--- src/rtl/uart_tx.sv ---
// uart_tx: UART transmitter, one frame per accepted i_TX_DV strobe, LSB first, line idles high.
// Optional parity bit between data and stop bits when UART_TX_PARITY_EN is defined.
module uart_tx #(
  parameter int CLK_PER_BIT = 868,
  parameter int DATA_WIDTH  = 8,
  parameter int STOP_BITS   = 1,
  parameter int PARITY_ODD  = 0
) (
  input  logic                  i_clk,
  input  logic                  i_rst,
  input  logic                  i_TX_DV,
  input  logic [DATA_WIDTH-1:0] i_TX_Byte,
  output logic                  o_TX_Serial,
  output logic                  o_TX_Active,
  output logic                  o_TX_Done
);

  localparam int CW        = $clog2(CLK_PER_BIT);
  localparam int IDX_RANGE = (DATA_WIDTH > STOP_BITS) ? DATA_WIDTH : STOP_BITS;
  localparam int BW        = (IDX_RANGE > 1) ? $clog2(IDX_RANGE) : 1;

  localparam logic [CW-1:0] CNT_LAST  = CW'(CLK_PER_BIT - 1);
  localparam logic [BW-1:0] DATA_LAST = BW'(DATA_WIDTH - 1);
  localparam logic [BW-1:0] STOP_LAST = BW'(STOP_BITS - 1);

  if (CLK_PER_BIT < 2 || DATA_WIDTH < 1 || STOP_BITS < 1 || STOP_BITS > 2 ||
      PARITY_ODD < 0 || PARITY_ODD > 1) begin : g_param_check
    $error("uart_tx: illegal parameter value");
  end

  // state | meaning: IDLE wait for DV | START start bit | DATA data bits | PARITY parity bit | STOP stop bit(s) | CLEANUP done pulse
  typedef enum logic [2:0] {
    S_IDLE    = 3'd0,
    S_START   = 3'd1,
    S_DATA    = 3'd2,
`ifdef UART_TX_PARITY_EN
    S_PARITY  = 3'd3,
`endif
    S_STOP    = 3'd4,
    S_CLEANUP = 3'd5
  } state_t;

  state_t                r_state;
  logic [CW-1:0]         r_clk_cnt;
  logic [BW-1:0]         r_bit_idx;
  logic [DATA_WIDTH-1:0] r_data;
  logic                  r_tx_serial;
  logic                  r_tx_active;
  logic                  r_tx_done;

  state_t                w_state_nxt;
  logic [CW-1:0]         w_clk_cnt_nxt;
  logic [BW-1:0]         w_bit_idx_nxt;
  logic [DATA_WIDTH-1:0] w_data_nxt;
  logic                  w_serial_nxt;
  logic                  w_active_nxt;
  logic                  w_done_nxt;
  logic                  w_bit_done;

`ifdef UART_TX_PARITY_EN
  logic                  r_parity;
  logic                  w_parity_nxt;
`endif

  assign w_bit_done = (r_clk_cnt == CNT_LAST);

  always_comb begin
    w_state_nxt   = r_state;
    w_clk_cnt_nxt = '0;
    w_bit_idx_nxt = r_bit_idx;
    w_data_nxt    = r_data;
    w_serial_nxt  = 1'b1;
    w_active_nxt  = 1'b0;
    w_done_nxt    = 1'b0;
`ifdef UART_TX_PARITY_EN
    w_parity_nxt  = r_parity;
`endif

    case (r_state)
      S_IDLE: begin
        w_bit_idx_nxt = '0;
        if (i_TX_DV) begin
          w_state_nxt = S_START;
          w_data_nxt  = i_TX_Byte;
`ifdef UART_TX_PARITY_EN
          w_parity_nxt = (^i_TX_Byte) ^ (PARITY_ODD != 0);
`endif
        end
      end
      S_START: begin
        if (w_bit_done) w_state_nxt = S_DATA;
        else            w_clk_cnt_nxt = r_clk_cnt + 1'b1;
      end
      S_DATA: begin
        if (w_bit_done) begin
          if (r_bit_idx == DATA_LAST) begin
            w_bit_idx_nxt = '0;
`ifdef UART_TX_PARITY_EN
            w_state_nxt   = S_PARITY;
`else
            w_state_nxt   = S_STOP;
`endif
          end else begin
            w_bit_idx_nxt = r_bit_idx + 1'b1;
          end
        end else begin
          w_clk_cnt_nxt = r_clk_cnt + 1'b1;
        end
      end
`ifdef UART_TX_PARITY_EN
      S_PARITY: begin
        if (w_bit_done) w_state_nxt = S_STOP;
        else            w_clk_cnt_nxt = r_clk_cnt + 1'b1;
      end
`endif
      S_STOP: begin
        if (w_bit_done) begin
          if (r_bit_idx == STOP_LAST) begin
            w_bit_idx_nxt = '0;
            w_state_nxt   = S_CLEANUP;
          end else begin
            w_bit_idx_nxt = r_bit_idx + 1'b1;
          end
        end else begin
          w_clk_cnt_nxt = r_clk_cnt + 1'b1;
        end
      end
      S_CLEANUP: w_state_nxt = S_IDLE;
      default: begin
        w_state_nxt   = S_IDLE;
        w_bit_idx_nxt = '0;
      end
    endcase

    // Outputs are decoded from the next state so they can be registered without extra latency.
    case (w_state_nxt)
      S_START: begin
        w_serial_nxt = 1'b0;
        w_active_nxt = 1'b1;
      end
      S_DATA: begin
        w_serial_nxt = r_data[w_bit_idx_nxt];
        w_active_nxt = 1'b1;
      end
`ifdef UART_TX_PARITY_EN
      S_PARITY: begin
        w_serial_nxt = r_parity;
        w_active_nxt = 1'b1;
      end
`endif
      S_STOP:    w_active_nxt = 1'b1;
      S_CLEANUP: w_done_nxt   = 1'b1;
      default:   w_serial_nxt = 1'b1;
    endcase
  end

  always_ff @(posedge i_clk) begin
    if (i_rst) begin
      r_state     <= S_IDLE;
      r_clk_cnt   <= '0;
      r_bit_idx   <= '0;
      r_data      <= '0;
      r_tx_serial <= 1'b1;
      r_tx_active <= 1'b0;
      r_tx_done   <= 1'b0;
`ifdef UART_TX_PARITY_EN
      r_parity    <= 1'b0;
`endif
    end else begin
      r_state     <= w_state_nxt;
      r_clk_cnt   <= w_clk_cnt_nxt;
      r_bit_idx   <= w_bit_idx_nxt;
      r_data      <= w_data_nxt;
      r_tx_serial <= w_serial_nxt;
      r_tx_active <= w_active_nxt;
      r_tx_done   <= w_done_nxt;
`ifdef UART_TX_PARITY_EN
      r_parity    <= w_parity_nxt;
`endif
    end
  end

  assign o_TX_Serial = r_tx_serial;
  assign o_TX_Active = r_tx_active;
  assign o_TX_Done   = r_tx_done;

endmodule

--- config.mk ---
export PLATFORM = sky130hd
export DESIGN_NAME = uart_tx
export DESIGN_NICKNAME = d
export VERILOG_FILES = /design/src/rtl/uart_tx.sv
export SDC_FILE = /design/constraint.sdc
export NUM_CORES = 1
export LEC_CHECK = 0
export CAP_MARGIN = 20
export CORE_MARGIN = 1
export CORE_UTILIZATION = 59
export DETAILED_ROUTE_END_ITERATION = 7
export PLACE_DENSITY = 0.82
export SLEW_MARGIN = 40
export SYNTH_ARGS = -nofsm -noshare
export SYNTH_HDL_FRONTEND = slang
export SYNTH_SLANG_ARGS = --single-unit
--- constraint.sdc ---
create_clock -name i_clk -period 4.1 [get_ports i_clk]
set_clock_uncertainty 0.15 [all_clocks]
set_input_delay 0.615 -clock i_clk [delete_from_list [all_inputs] [get_ports i_clk]]
set_output_delay 0.615 -clock i_clk [all_outputs]
set_load 0.05 [all_outputs]
==> results by group <==
GRT
  • First-pass GRT wire length: 4480 um
  • Total track usage: 0.240
  • Met3 capacity usage during global routing: 0.0463
  • Vias in the first global route: 1074
  • Gr busiest metal: met2
  • Gr ovfl total: 0
  • Grt met1 use: 0.294
  • Largest net degree at the start of global routing: 17
  • Initial antenna violation count: 0
  • Met2 usage: 0.382

Placement
  • Port buffer count: 13
  • Cells after DPL: 198
  • Placed instance area: 1490 um^2
  • Hpwl dp: 2010 um
  • Routability cong.: 0.800

Die
  • Ports: 14
  • Die outline area: 2500 um^2
  • Core Area: 2190 um^2
  • Die Span Y: 50.0 um
  • Die W: 50.0 um
  • Starting Density: 0.621
  • Cell row count: 17

Route
  • Routed Wire Length: 2810 um
  • Wire length per cell: 13.9 um
  • Vias after detailed routing: 1156
  • DR pass1 iterations: 4
  • DR DRC count: 0
  • DRT antenna net count: 0
  • DRT iter0 DRCs: 50
  • Vias per inst: 5.72

Synthesis
  • Yosys Warn Count: 0
  • Yosys reg bits: 27
  • Synth area leaders: dfxtp_1 40%, nor2_1 6.6%, nand2_1 6.1%
  • Xor and xnor area share after synthesis: 0.0643
  • Synth Area in Simple Gates: 0.282
  • Post-Synth Adder-Cell Area: 0.0368
  • Netlist cell types: 40
  • Post-synthesis sequential area ratio: 0.397
  • Commonest cells in the netlist: 27 x dfxtp_1, 24 x nor2_1, 22 x nand2_1
  • Post-synth top area share: 0.397
  • Ys async rst share: 0
  • Mux contribution to synthesized area: 0.0542
  • Largest family of logic cells by synthesized area: simple AND/OR/NAND/NOR gates
  • Synth area leader: dfxtp_1
  • Mean Syn Cell Area: 8.30 um^2
  • Primary FF master, synth: dfxtp_1
  • Number of enable flip-flop cells after synthesis: 0
  • Syn Std Cell Area: 1360 um^2
  • Area fraction in compound gates after synthesis: 0.119
  • Top-count cell post-synth: dfxtp_1
  • Mapped Cells: 164
  • Mapped Nets: 179

Clocking
  • Clock root buffer master: clkbuf_4
  • CTS tree: yes
  • Clk Latency, worst-skew pair: 320 ps
  • Worst-path clk slew: 140 ps
  • Clk sinks: 27
  • H-tree Lvls: 1
  • Clk buf depth: 2
  • Resize count post-CTS: 0
  • Hold-fix buffer count after cts: 0
  • Setup bufs post-CTS: 0
  • Total CTS buffers: 3

Critical path
  • FF-to-FF path depth: 8
  • Worst setup EP type: flip-flop
  • Reg2reg setup slack: 1450 ps
  • CP max FO: 10
  • Startpoint of the worst-slack reg-to-reg timing path: r_clk_cnt[0]
  • Critical setup path kind: reg2reg
  • CP required: 4170 ps
  • CP arrival: 2710 ps
  • Startpoint types: flip-flop
  • R2r endpoint: o_TX_Serial

Timing
  • Hold Fails Final Rpt: 0
  • RSZ-0062 raised after global routing: false
  • Max Freq: 378 MHz
  • Minimum clock period: 2650 ps
  • Final setup TNS: 0 ps
  • Final setup violation count: 0
  • Min Hold Slack: 313 ps
  • Tcrit/Tclk final: 0.645
  • Relative slew slack: 0.624
  • Slew @ Worst Pin: 563 ps
  • Slew Viols, Final: 0

Flow run
  • Maxcap violations: 0

Final layout
  • Finished Cell Area: 1510 um^2
  • Layout cell share with drive strength beyond 1: 0.0517
  • Final net count: 190
  • Final core occ: 0.690
  • Ant diodes: 0
  • Area Growth Syn to Fin: 11.1%
  • # fillers: 159
  • Non-Filler Instances: 202

Min path
  • Worst min-delay path endpoint: r_data[2]
  • Hold Path Class: reg2reg
  • Hold Path Stages: 2
  • Hold_sp: r_data[2]

Power
  • Max IR drop VDD: 264 uV
  • Leakage: 0.558 nW
  • Pwr Density: 289 nW/um^2

Status
  • Outcome: finished, final reports clean
==> state kept, by name, indices dropped and copies added (netlist names) <==
name and flops:
o_TX_Active 1, o_TX_Done 1, o_TX_Serial 1, r_bit_idx 3, r_clk_cnt 10, r_data 8
r_state 3
==> stage by stage <==
| stage | power (W) | setup slack [ps] |
|---|---|---|
| floorplan | 0.000311 | 1720 |
| global placement | 0.000328 | 1510 |
| detailed placement | 0.000331 | 1420 |
| CTS | 0.000441 | 1490 |
| global route | 0.000453 | 1300 |
| finish | 0.000437 | 1450 |
==> layout make-up <==
class / instances / area, um^2 / area share
Multi-Input combinational cell: 124 / 758 / 0.501
Sequential cell: 27 / 541 / 0.357
Timing Repair Buffer: 13 / 130 / 0.0860
Tap cell: 28 / 35.0 / 0.0232
Clock buffer: 4 / 26.3 / 0.0174
Inverter: 6 / 22.5 / 0.0149
==> worst max-delay path, stage by stage, from the launching register on <==
cell	delay, ps
dfxtp_1	400
ha_1	290
and4bb_1	270
and4_4	320
mux2i_1	110
o22ai_2	310
mux2_1	360
nor4_1	250
nor4_2	90
==> layer usage <==
layer / routed length (um) / vias up / part of all wire
met5: 0 / - / 0
met4: 38 / 0 / 0.014
met3: 152 / 6 / 0.054
met2: 1330 / 46 / 0.47
met1: 1290 / 521 / 0.46
li1: - / 583 / -
==> how the worst max path moves through the flow <==
| stage | startpoint | to | slack [ps] | cells past startpoint |
|---|---|---|---|---|
| floorplan | r_clk_cnt[0] | o_TX_Serial | 1720 | 9 |
| global placement | i_rst | o_TX_Serial | 1510 | 6 |
| detailed placement | i_rst | o_TX_Serial | 1420 | 6 |
| CTS | r_clk_cnt[0] | o_TX_Serial | 1490 | 8 |
| global route | r_clk_cnt[0] | o_TX_Serial | 1300 | 8 |
| finish | r_clk_cnt[0] | o_TX_Serial | 1450 | 8 |
==> cells in the final DEF, fill, tap and decap left out, drive strengths merged <==
cell,n
o22ai,2
ha,4
nand3b,1
mux2i,4
a41oi,2
nand2b,1
nor4b,1
and4bb,1
clkbuf,4
xnor2,4
clkdlybuf4s50,13
nand2,22
o21ai,2
inv,6
nor4,2
and4,1
nor2b,4
and2,1
a31oi,1
o22a,1
nor3,3
nand4,3
o21bai,1
a311oi,1
o31ai,2
or3b,2
a21oi,14
xor2,6
and3,4
nand3,5
or3,1
dfxtp,27
nor3b,1
mux2,3
nor2,24
==> power breakdown <==
group | leakage [nW] | internal (W) | switching (W)
clock | 0.0150 | 0.0000381 | 0.0000734
combinational | 0.323 | 0.0000213 | 0.0000272
sequential | 0.220 | 0.000271 | 0.00000646
==> logic make-up after synthesis <==
family                   count (synthesis)
multiplexers                             7
XOR/XNOR                                10
AO/OA/AOI/OAI                           26
AND/OR/NAND/NOR                         77
adder cells (fa/ha/maj)                  4
buffers and inverters                   13
flip-flops                              27
No activity file was read; power rests on OpenSTA's default activity.
